[src/rtl/mips_ctrl_pkg.sv]
`default_nettype none
//============================================================================
// Module      : mips_ctrl_pkg
// Description : Shared definitions for the multicycle MIPS main controller.
//               Holds state encodings, opcode/funct constants, ALU codes,
//               mux-select encodings and the control-word structure.
// Revision    : 1.0 - initial release
//============================================================================
package mips_ctrl_pkg;

    // FSM state encodings (4-bit state register)
    localparam logic [3:0] S_FETCH  = 4'd0;
    localparam logic [3:0] S_DECODE = 4'd1;
    localparam logic [3:0] S_MEMADR = 4'd2;
    localparam logic [3:0] S_MEMRD  = 4'd3;
    localparam logic [3:0] S_MEMWB  = 4'd4;
    localparam logic [3:0] S_MEMWR  = 4'd5;
    localparam logic [3:0] S_EXEC   = 4'd6;
    localparam logic [3:0] S_ALUWB  = 4'd7;
    localparam logic [3:0] S_BRANCH = 4'd8;
    localparam logic [3:0] S_JUMP   = 4'd9;
    localparam logic [3:0] S_ADDIEX = 4'd10;
    localparam logic [3:0] S_ADDIWB = 4'd11;

    // Opcodes (IR[31:26])
    localparam logic [5:0] OP_RTYPE = 6'h00;
    localparam logic [5:0] OP_LW    = 6'h23;
    localparam logic [5:0] OP_SW    = 6'h2B;
    localparam logic [5:0] OP_BEQ   = 6'h04;
    localparam logic [5:0] OP_J     = 6'h02;
    localparam logic [5:0] OP_ADDI  = 6'h08;

    // R-type funct codes (IR[5:0])
    localparam logic [5:0] FN_ADD = 6'h20;
    localparam logic [5:0] FN_SUB = 6'h22;
    localparam logic [5:0] FN_AND = 6'h24;
    localparam logic [5:0] FN_OR  = 6'h25;

    // ALU operation codes
    localparam logic [2:0] ALU_AND = 3'b000;
    localparam logic [2:0] ALU_OR  = 3'b001;
    localparam logic [2:0] ALU_ADD = 3'b010;
    localparam logic [2:0] ALU_SUB = 3'b011;

    // ALU B operand select
    localparam logic [1:0] SRCB_B      = 2'b00;
    localparam logic [1:0] SRCB_FOUR   = 2'b01;
    localparam logic [1:0] SRCB_IMM    = 2'b10;
    localparam logic [1:0] SRCB_IMM_SH = 2'b11;

    // PC source select
    localparam logic [1:0] PCSRC_ALU    = 2'b00;
    localparam logic [1:0] PCSRC_ALUOUT = 2'b01;
    localparam logic [1:0] PCSRC_JUMP   = 2'b10;

    // One cycle's worth of datapath control
    typedef struct packed {
        logic       pc_write;
        logic       pc_write_cond;
        logic       iord;
        logic       mem_read;
        logic       mem_write;
        logic       ir_write;
        logic       reg_dst;
        logic       mem_to_reg;
        logic       reg_write;
        logic       alu_src_a;
        logic [1:0] alu_src_b;
        logic [1:0] pc_source;
        logic [2:0] alu_op;
    } ctrl_t;

    // Idle control word: every strobe low, ALU left on ADD
    localparam ctrl_t CTRL_IDLE = '{
        pc_write:      1'b0,
        pc_write_cond: 1'b0,
        iord:          1'b0,
        mem_read:      1'b0,
        mem_write:     1'b0,
        ir_write:      1'b0,
        reg_dst:       1'b0,
        mem_to_reg:    1'b0,
        reg_write:     1'b0,
        alu_src_a:     1'b0,
        alu_src_b:     SRCB_B,
        pc_source:     PCSRC_ALU,
        alu_op:        ALU_ADD
    };

    // States that complete an instruction and hand control back to FETCH
    function automatic logic is_retire_state(input logic [3:0] st);
        return (st == S_MEMWB)  || (st == S_MEMWR)  || (st == S_ALUWB) ||
               (st == S_BRANCH) || (st == S_JUMP)   || (st == S_ADDIWB);
    endfunction

endpackage : mips_ctrl_pkg
`default_nettype wire

[src/rtl/mips_multicycle_ctrl_alu_decoder.sv]
`default_nettype none
//============================================================================
// Module      : alu_decoder
// Description : Maps an R-type funct field to the 3-bit ALU opcode and
//               reports whether the funct is a supported operation.
//   funct       in  6  IR[5:0]
//   alu_op      out 3  ALU operation (ADD when funct unsupported)
//   funct_valid out 1  funct is add/sub/and/or
// Revision    : 1.0 - initial release
//============================================================================
module alu_decoder
    import mips_ctrl_pkg::*;
(
    input  logic [5:0] funct,
    output logic [2:0] alu_op,
    output logic       funct_valid
);

    always_comb begin
        alu_op      = ALU_ADD;
        funct_valid = 1'b0;
        case (funct)
            FN_ADD: begin alu_op = ALU_ADD; funct_valid = 1'b1; end
            FN_SUB: begin alu_op = ALU_SUB; funct_valid = 1'b1; end
            FN_AND: begin alu_op = ALU_AND; funct_valid = 1'b1; end
            FN_OR:  begin alu_op = ALU_OR;  funct_valid = 1'b1; end
            default: begin
                alu_op      = ALU_ADD;
                funct_valid = 1'b0;
            end
        endcase
    end

endmodule : alu_decoder
`default_nettype wire

[src/rtl/mips_multicycle_ctrl.sv]
`default_nettype none
//============================================================================
// Module      : mips_multicycle_ctrl
// Description : Main control FSM of the multicycle MIPS core. Sequences the
//               shared ALU, memory, IR, register file and PC through
//               FETCH/DECODE/EXECUTE/MEM/WB, counts retired instructions and
//               flags unsupported encodings.
//   clk, reset           clock / synchronous active-high reset
//   opcode, funct, zero  IR fields and ALU zero flag
//   pc_en .. alu_op      datapath control (Moore, pc_en also uses zero)
//   illegal_instr        one-cycle pulse in DECODE on a bad encoding
//   instr_count          retired-instruction counter (wraps)
//   state                current FSM state for debug
// Revision    : 1.0 - initial release
//============================================================================
module mips_multicycle_ctrl
    import mips_ctrl_pkg::*;
#(
    parameter int CNT_W = 32
) (
    input  logic             clk,
    input  logic             reset,
    input  logic [5:0]       opcode,
    input  logic [5:0]       funct,
    input  logic             zero,
    output logic             pc_en,
    output logic             pc_write,
    output logic             pc_write_cond,
    output logic             iord,
    output logic             mem_read,
    output logic             mem_write,
    output logic             ir_write,
    output logic             reg_dst,
    output logic             mem_to_reg,
    output logic             reg_write,
    output logic             alu_src_a,
    output logic [1:0]       alu_src_b,
    output logic [1:0]       pc_source,
    output logic [2:0]       alu_op,
    output logic             illegal_instr,
    output logic [CNT_W-1:0] instr_count,
    output logic [3:0]       state
);

    logic [3:0]       r_state;
    logic [3:0]       w_next_state;
    logic [CNT_W-1:0] r_instr_count;
    logic             w_retire;
    logic             w_illegal;
    logic [2:0]       w_funct_alu_op;
    logic             w_funct_valid;
    ctrl_t            w_ctrl;

    alu_decoder u_alu_decoder (
        .funct       (funct),
        .alu_op      (w_funct_alu_op),
        .funct_valid (w_funct_valid)
    );

    //------------------------------------------------------------------
    // Next-state, legality and retire decode
    //------------------------------------------------------------------
    always_comb begin
        w_next_state = S_FETCH;
        w_illegal    = 1'b0;
        case (r_state)
            S_FETCH:  w_next_state = S_DECODE;
            S_DECODE: begin
                case (opcode)
                    OP_LW, OP_SW: w_next_state = S_MEMADR;
                    OP_RTYPE: begin
                        if (w_funct_valid) begin
                            w_next_state = S_EXEC;
                        end else begin
                            w_illegal = 1'b1;
                        end
                    end
                    OP_BEQ:  w_next_state = S_BRANCH;
                    OP_J:    w_next_state = S_JUMP;
                    OP_ADDI: w_next_state = S_ADDIEX;
                    default: w_illegal = 1'b1;
                endcase
            end
            S_MEMADR: begin
                // opcode is held by the IR, so only lw/sw can reach here
                if (opcode == OP_LW) begin
                    w_next_state = S_MEMRD;
                end else if (opcode == OP_SW) begin
                    w_next_state = S_MEMWR;
                end
            end
            S_MEMRD:  w_next_state = S_MEMWB;
            S_EXEC:   w_next_state = S_ALUWB;
            S_ADDIEX: w_next_state = S_ADDIWB;
            default:  w_next_state = S_FETCH;
        endcase
    end

    assign w_retire = is_retire_state(r_state);

    //------------------------------------------------------------------
    // State and counter registers
    //------------------------------------------------------------------
    always_ff @(posedge clk) begin
        if (reset) begin
            r_state       <= S_FETCH;
            r_instr_count <= '0;
        end else begin
            r_state <= w_next_state;
            if (w_retire) begin
                r_instr_count <= r_instr_count + {{(CNT_W-1){1'b0}}, 1'b1};
            end
        end
    end

    //------------------------------------------------------------------
    // Moore control word per state
    //------------------------------------------------------------------
    always_comb begin
        w_ctrl = CTRL_IDLE;
        case (r_state)
            S_FETCH: begin
                w_ctrl.mem_read  = 1'b1;
                w_ctrl.ir_write  = 1'b1;
                w_ctrl.alu_src_b = SRCB_FOUR;
                w_ctrl.pc_write  = 1'b1;
            end
            S_DECODE: begin
                // Branch target PC + (imm << 2) is precomputed into ALUOut
                w_ctrl.alu_src_b = SRCB_IMM_SH;
            end
            S_MEMADR, S_ADDIEX: begin
                w_ctrl.alu_src_a = 1'b1;
                w_ctrl.alu_src_b = SRCB_IMM;
            end
            S_MEMRD: begin
                w_ctrl.mem_read = 1'b1;
                w_ctrl.iord     = 1'b1;
            end
            S_MEMWB: begin
                w_ctrl.mem_to_reg = 1'b1;
                w_ctrl.reg_write  = 1'b1;
            end
            S_MEMWR: begin
                w_ctrl.mem_write = 1'b1;
                w_ctrl.iord      = 1'b1;
            end
            S_EXEC: begin
                w_ctrl.alu_src_a = 1'b1;
                w_ctrl.alu_src_b = SRCB_B;
                w_ctrl.alu_op    = w_funct_alu_op;
            end
            S_ALUWB: begin
                w_ctrl.reg_dst   = 1'b1;
                w_ctrl.reg_write = 1'b1;
            end
            S_BRANCH: begin
                w_ctrl.alu_src_a     = 1'b1;
                w_ctrl.alu_src_b     = SRCB_B;
                w_ctrl.alu_op        = ALU_SUB;
                w_ctrl.pc_source     = PCSRC_ALUOUT;
                w_ctrl.pc_write_cond = 1'b1;
            end
            S_JUMP: begin
                w_ctrl.pc_source = PCSRC_JUMP;
                w_ctrl.pc_write  = 1'b1;
            end
            S_ADDIWB: begin
                w_ctrl.reg_write = 1'b1;
            end
            default: w_ctrl = CTRL_IDLE;
        endcase
    end

    //------------------------------------------------------------------
    // Outputs; reset suppresses every write strobe in the same cycle so an
    // interrupted instruction cannot touch architectural state.
    //------------------------------------------------------------------
    assign pc_write      = w_ctrl.pc_write      & ~reset;
    assign pc_write_cond = w_ctrl.pc_write_cond & ~reset;
    assign mem_read      = w_ctrl.mem_read      & ~reset;
    assign mem_write     = w_ctrl.mem_write     & ~reset;
    assign ir_write      = w_ctrl.ir_write      & ~reset;
    assign reg_write     = w_ctrl.reg_write     & ~reset;
    assign alu_op        = reset ? ALU_ADD : w_ctrl.alu_op;
    assign illegal_instr = w_illegal & ~reset;
    assign pc_en         = pc_write | (pc_write_cond & zero);

    assign iord       = w_ctrl.iord;
    assign reg_dst    = w_ctrl.reg_dst;
    assign mem_to_reg = w_ctrl.mem_to_reg;
    assign alu_src_a  = w_ctrl.alu_src_a;
    assign alu_src_b  = w_ctrl.alu_src_b;
    assign pc_source  = w_ctrl.pc_source;

    assign instr_count = r_instr_count;
    assign state       = r_state;

endmodule : mips_multicycle_ctrl
`default_nettype wire

[config.mk]
export PLATFORM = sky130hd
export DESIGN_NAME = mips_multicycle_ctrl
export DESIGN_NICKNAME = d
export VERILOG_FILES = /design/src/rtl/mips_ctrl_pkg.sv /design/src/rtl/mips_multicycle_ctrl_alu_decoder.sv /design/src/rtl/mips_multicycle_ctrl.sv
export SDC_FILE = /design/constraint.sdc
export NUM_CORES = 1
export LEC_CHECK = 0
export CAP_MARGIN = 20
export CORE_ASPECT_RATIO = 0.8
export CORE_MARGIN = 5
export CORE_UTILIZATION = 55
export DETAILED_ROUTE_END_ITERATION = 10
export DONT_BUFFER_PORTS = 1
export PLACE_DENSITY = 0.7
export SYNTH_ARGS = -nofsm -noshare
export SYNTH_HDL_FRONTEND = slang
export SYNTH_SLANG_ARGS = --single-unit
[constraint.sdc]
create_clock -name clk -period 5.1 [get_ports clk]
set_input_delay 1.02 -clock clk [delete_from_list [all_inputs] [get_ports clk]]
set_output_delay 1.02 -clock clk [all_outputs]
set_load 0.05 [all_outputs]
==> flow_summary_export.csv, run 1 <==
group,metric,value,unit
placement,number_of_placed_cells_counting_well_taps,323,
detailed_routing,routed_wire_length_per_instance,15.3,um
yosys,synth_area_per_cell,7.96,um^2
global_routing,grt_pass1_vias,1763,
global_routing,grt_pass1_wl,8370,um
clock_tree,hold_buffers,0,
floorplan,num_rows,20,
pwr,irDropWorstVdd,0.146,mV
detailed_routing,avgViaCountPerCell,6.22,
critical_path,critPathArrivalTime,2420,ps
placement,io_buffers,0,
timing,hold_slack,745,ps
clock_tree,post_cts.resized_instances,0,
critical_path,critical_path_peak_fanout,17,
detailed_routing,drt_first_iter_violations,139,
cells_and_area,fin_nets,291,
run,maxCapViolCount,0,
clock_tree,cts_tree,"built",
floorplan,floorplan.die_area,0.00541,mm^2
timing,slew_viol_final,0,
timing,unrepaired_setup_endpoints_after_global_routing,"no",
global_routing,globalRoute.totalOverflow,0,
global_routing,grt_antenna_before_repair,0,
cells_and_area,n_antenna_cell,0,
floorplan,die_height,66.8,um
yosys,number_of_synthesized_register_bits,36,
clock_tree,clock_latency,280,ps
timing,max_slew_margin,0.287,
timing,max_freq,291,MHz
placement,routabilityCongestion,0.761,
critical_path,crit_path_start_kind,"register",
clock_tree,cts-htree-levels,2,
yosys,synth-seq-area-share,0.325,
timing,final_min_period_over_clock_period,0.675,
clock_tree,clock-root-buffer,"sky130_fd_sc_hd__clkbuf_8",
clock_tree,cts_inserted_buffers,5,
global_routing,grt_max_degree,54,
timing,worst_slack,1660,ps
detailed_routing,final_antenna_net_count,0,
floorplan,io-pin-count,70,
clock_tree,clkSinkCount,36,
critical_path,cp.required,4080,ps
status,run_status,"finished, final reports clean",
detailed_routing,vias,2054,
timing,setup_viol_count_final,0,
yosys,syn_nets,295,
worst_hold_path,holdPathStages,2,
timing,tightest_slew,1070,ps
critical_path,reg2regPathDepth,4,
cells_and_area,drive_above_1_share,0.135,
placement,post-place-ws,1950,ps
timing,period_minus_slack,3440,ps
yosys,post_synth_instance_area,0.00222,mm^2
global_routing,grtUsageTotal,0.195,
critical_path,rrSetupSlack,2210,ps
clock_tree,clock_tree.buffer_depth,2,
floorplan,standard_cell_core_area,0.00385,mm^2
yosys,synth.distinct_cells,48,
detailed_routing,wl,5040,um
timing,timing.clock.skew,7.07,ps
clock_tree,postCtsSetupBuffers,0,
worst_hold_path,launch_point_of_the_worst_hold_path,"instr_count[17]",
worst_hold_path,whs_endpoint,"instr_count[17]",
clock_tree,clkSlewWorstSetupHoldPaths,70,ps
timing,finalHoldViolations,0,
critical_path,worst_r2r_endpoint,"instr_count[28]",
pwr,power_density_normalized_to_cell_area,227,mW/mm^2
timing,setup-tns-final,0,ps
floorplan,start_util,0.576,
yosys,syn-instance-count,279,
placement,dp.final_hpwl,3600,um
floorplan,die_width,81.0,um
detailed_routing,drtPass1Iterations,4,
yosys,yosysWarnings,0,
worst_hold_path,worst_hold_path_type,"register to register",
cells_and_area,flow.area_growth_from_synthesis,7.72,%
detailed_routing,post-route-drc-count,0,
pwr,power.static_leakage,0.000785,uW
critical_path,setup.worst_path.class,"register to primary output",
critical_path,regToRegStartpoint,"state[3]",
cells_and_area,final-instance-count-excl-fill,330,
cells_and_area,fraction_of_the_core_area_covered_by_cells_at_the_end_of_the_flow,0.620,
critical_path,cp-end-kind,"primary output",
[cells in the mapped netlist, drive strengths merged]
cell	number	area (um^2)
nor4b	4	35.0
or4	11	82.6
nor3b	2	15.0
nand3	13	65.1
mux2i	1	10.0
inv	5	18.8
nor4	13	81.3
dfxtp	36	721
buf	8	55.1
nor4bb	1	10.0
maj3	1	10.0
conb	1	3.75
a31oi	2	12.5
o22a	1	8.76
nand2	15	56.3
nor2	30	113
and3	4	25.0
ha	1	12.5
a32o	1	10.0
a21oi	17	85.1
o21a	3	22.5
nor3	8	40.0
a22oi	1	7.51
and2	1	6.26
nand4b	1	8.76
o21ai	9	45.0
a311oi	1	8.76
xnor2	5	43.8
nor2b	12	82.6
mux2	10	113
clkbuf	15	57.6
a21o	1	7.51
and4	6	52.6
nand2b	3	18.8
o31ai	11	82.6
or3	4	30.0
a2111oi	1	8.76
xor2	7	68.8
nand4	11	68.8
o211ai	1	7.51
o31a	1	8.76
[per-layer routing]
| layer | share of wire | vias to the layer above | GRT usage |
|---|---|---|---|
| met5 | 0 | - | 0 |
| met4 | 0.0099 | 0 | 0.0549 |
| met3 | 0.082 | 6 | 0.0770 |
| met2 | 0.45 | 66 | 0.285 |
| met1 | 0.45 | 957 | 0.265 |
| li1 | - | 1025 | - |
[how the worst max path moves through the flow]
stage | start | endpoint | depth (start not counted)
final | state[3] | reg_write | 3
after global routing | state[3] | reg_write | 3
after CTS | state[3] | reg_write | 3
after detailed placement | state[3] | reg_write | 3
after global placement | state[3] | reg_write | 3
after floorplan | reset | pc_en | 3
[cells by family after synthesis]
kind of cell / after synthesis / share of synthesized area
fa+ha+maj: 2 / 0.0101
xor+xnor: 12 / 0.0507
compound gates: 50 / 0.142
buf+inv: 28 / 0.0592
flops: 36 / 0.325
simple gates: 139 / 0.356
mux: 11 / 0.0552
other cells: 1 / 0.00169
[report_power, final]
group,internal (uW),total (uW),switching [uW]
Combinational,12.5,43.6,31.1
Sequential,282,286,4.10
Clock,120,214,93.9
[worst max-delay path, cell delays in order (launching register included)]
cell and delay, ps:
sky130_fd_sc_hd__dfxtp_1 1030, sky130_fd_sc_hd__xor2_2 300, sky130_fd_sc_hd__a31oi_1 120, sky130_fd_sc_hd__nor2_1 680
[state kept, by name, summed over array words and instances (netlist names)]
register	flops
instr_count	32
state	4
[per-stage QoR]
stage / area [um^2] / total power [uW]
after floorplan: 2220 / 334
after global placement: 2290 / 336
after detailed placement: 2290 / 336
after CTS: 2390 / 553
after global routing: 2390 / 565
final: 2390 / 544
[layout by cell type, fill, tap and decap left out, drive strengths merged, types with 12 or more instances in the layout]
cell	n
a21oi	17
nand3	13
nor2b	12
nand2	15
buf	12
nor2	30
dfxtp	36
nor4	13
[cell type report]
type                    count  area, um^2
repair buffers             12        90.1
fillers                   364        1460
clock buffers               7        96.3
well taps                  55        68.8
multi-input cells         215        1400
inverters                   5        18.8
flip-flops and latches     36         721
Note: power is estimated with default switching activity, not from simulation.
==> run 2, diff against run 1 <==
Settings changed: PLACE_DENSITY 0.7 to 0.73.
Clock period 5.1 ns to 2.9 ns, I/O delays scaled along.
==> run 2 against run 1 <==
  * Sequential power grew 74%
  * Combinational power grew 120%
  * Critical path depth up 3
  * Clock skew decreased by 1.7 ps
==> flow_summary_export.csv, run 2 (synthesis gave the netlist of run 1 again) <==
group,metric,value,unit
critical_path,crit_path_start_kind,"register",
timing,setup_viol_count_final,0,
floorplan,start_util,0.576,
clock_tree,cts_tree,"built",
pwr,power_density_normalized_to_cell_area,369,mW/mm^2
critical_path,cp.required,2320,ps
cells_and_area,layout.cells.most_common,"sky130_fd_sc_hd__dfxtp_1",
detailed_routing,final_antenna_net_count,0,
run,maxCapViolCount,0,
floorplan,io-pin-count,70,
floorplan,standard_cell_core_area,0.00385,mm^2
cells_and_area,largest_register_ff_count,32,
clock_tree,cts-htree-levels,2,
clock_tree,cts_inserted_buffers,5,
global_routing,grt_antenna_before_repair,0,
cells_and_area,final_cell_mix,"sky130_fd_sc_hd__dfxtp_1 (36), sky130_fd_sc_hd__buf_4 (31), sky130_fd_sc_hd__nor2_1 (29), sky130_fd_sc_hd__a21oi_1 (17), sky130_fd_sc_hd__nand2_1 (15)",
status,run_status,"finished, final reports clean",
placement,routabilityCongestion,0.776,
pwr,irDropWorstVdd,0.289,mV
clock_tree,clkSinkCount,36,
clock_tree,post_cts.resized_instances,0,
global_routing,globalRoute.totalOverflow,0,
clock_tree,clkSlewWorstSetupHoldPaths,70,ps
placement,dp.final_hpwl,3950,um
detailed_routing,vias,2129,
placement,io_buffers,0,
clock_tree,clock_latency,280,ps
floorplan,floorplan.die_area,0.00541,mm^2
cells_and_area,n_antenna_cell,0,
global_routing,grt_pass1_vias,1987,
timing,final_min_period_over_clock_period,0.877,
critical_path,critPathArrivalTime,1960,ps
global_routing,grt_pass1_wl,9090,um
clock_tree,clock_tree.buffer_depth,2,
clock_tree,postCtsSetupBuffers,0,
detailed_routing,drt_first_iter_violations,104,
critical_path,cp-end-kind,"primary output",
cells_and_area,fin_nets,312,
detailed_routing,avgViaCountPerCell,6.05,
floorplan,die_width,81.0,um
timing,tightest_slew,672,ps
timing,worst_slack,357,ps
detailed_routing,post-route-drc-count,0,
cells_and_area,drive_above_1_share,0.199,
global_routing,grtUsageTotal,0.215,
timing,unrepaired_setup_endpoints_after_global_routing,"no",
pwr,power.static_leakage,0.000900,uW
critical_path,critical_path_peak_fanout,11,
cells_and_area,flow.area_growth_from_synthesis,16.0,%
detailed_routing,routed_wire_length_per_instance,15.3,um
cells_and_area,final-instance-count-excl-fill,352,
timing,timing.clock.skew,5.42,ps
placement,post-place-ws,604,ps
detailed_routing,drtPass1Iterations,4,
global_routing,grt_max_degree,54,
clock_tree,hold_buffers,0,
timing,max_freq,393,MHz
timing,hold_slack,365,ps
timing,finalHoldViolations,0,
critical_path,setup.worst_path.class,"register to primary output",
placement,number_of_placed_cells_counting_well_taps,344,
timing,max_slew_margin,0.551,
timing,slew_viol_final,0,
floorplan,num_rows,20,
timing,period_minus_slack,2540,ps
clock_tree,clock-root-buffer,"sky130_fd_sc_hd__clkbuf_8",
detailed_routing,wl,5400,um
worst_hold_path,worst_hold_path_type,"input pin to register",
floorplan,die_height,66.8,um
cells_and_area,final.fill_count,363,
==> run 2: final cells by class <==
class                      count  area (um^2)  area share
sequential                    36          721       0.280
multi-input combinational    215         1400       0.545
tap                           55         68.8      0.0267
clock buffer                   8         90.1      0.0350
inverter                       5         18.8     0.00729
timing repair buffer          33          273       0.106
==> run 2: report_power, final <==
part           switching, uW  internal (uW)  total (uW)
Clock                    165            194         359
Sequential              1.27            496         497
Combinational           63.4           31.1        94.5
==> run 2: critical path, cell delays in order, from the launching register on <==
cell and delay (ps):
sky130_fd_sc_hd__dfxtp_1 400, sky130_fd_sc_hd__buf_4 220, sky130_fd_sc_hd__nor2_1 320, sky130_fd_sc_hd__nand3_1 200, sky130_fd_sc_hd__nor2_1 150, sky130_fd_sc_hd__and4_1 190
sky130_fd_sc_hd__buf_4 190
==> run 2: routing by layer <==
| metal | GRT usage | share of wire | vias up |
|---|---|---|---|
| met1 | 0.270 | 0.43 | 983 |
| met2 | 0.341 | 0.48 | 73 |
| met5 | 0 | 0 | - |
| li1 | - | - | 1069 |
| met4 | 0.0549 | 0.0080 | 0 |
| met3 | 0.0865 | 0.088 | 4 |
==> run 2: worst paths after layout <==
kind | to | cells past startpoint | slack, ps | from
min | instr_count[20] | 1 | 370 | reset
max | illegal_instr | 6 | 360 | state[3]
max reg2reg | instr_count[24] | 4 | 610 | state[3]
min reg2reg | instr_count[1] | 2 | 560 | instr_count[1]
==> run 2: per-stage QoR <==
step	instance area [um^2]	utilization	power, uW	TNS [ps]
finish	2570	0.668	950	0
floorplan	2250	-	590	-446
CTS	2570	0.668	958	0
global placement	2480	0.645	602	0
detailed placement	2480	0.645	603	0
global route	2570	0.668	993	0
==> run 3, diff against run 2 <==
Settings changed: ABC_CLOCK_PERIOD_IN_PS from default to 2900.
==> results of run 3 <==
Same layout as run 2: the final DEF is identical, and so are final timing and power.
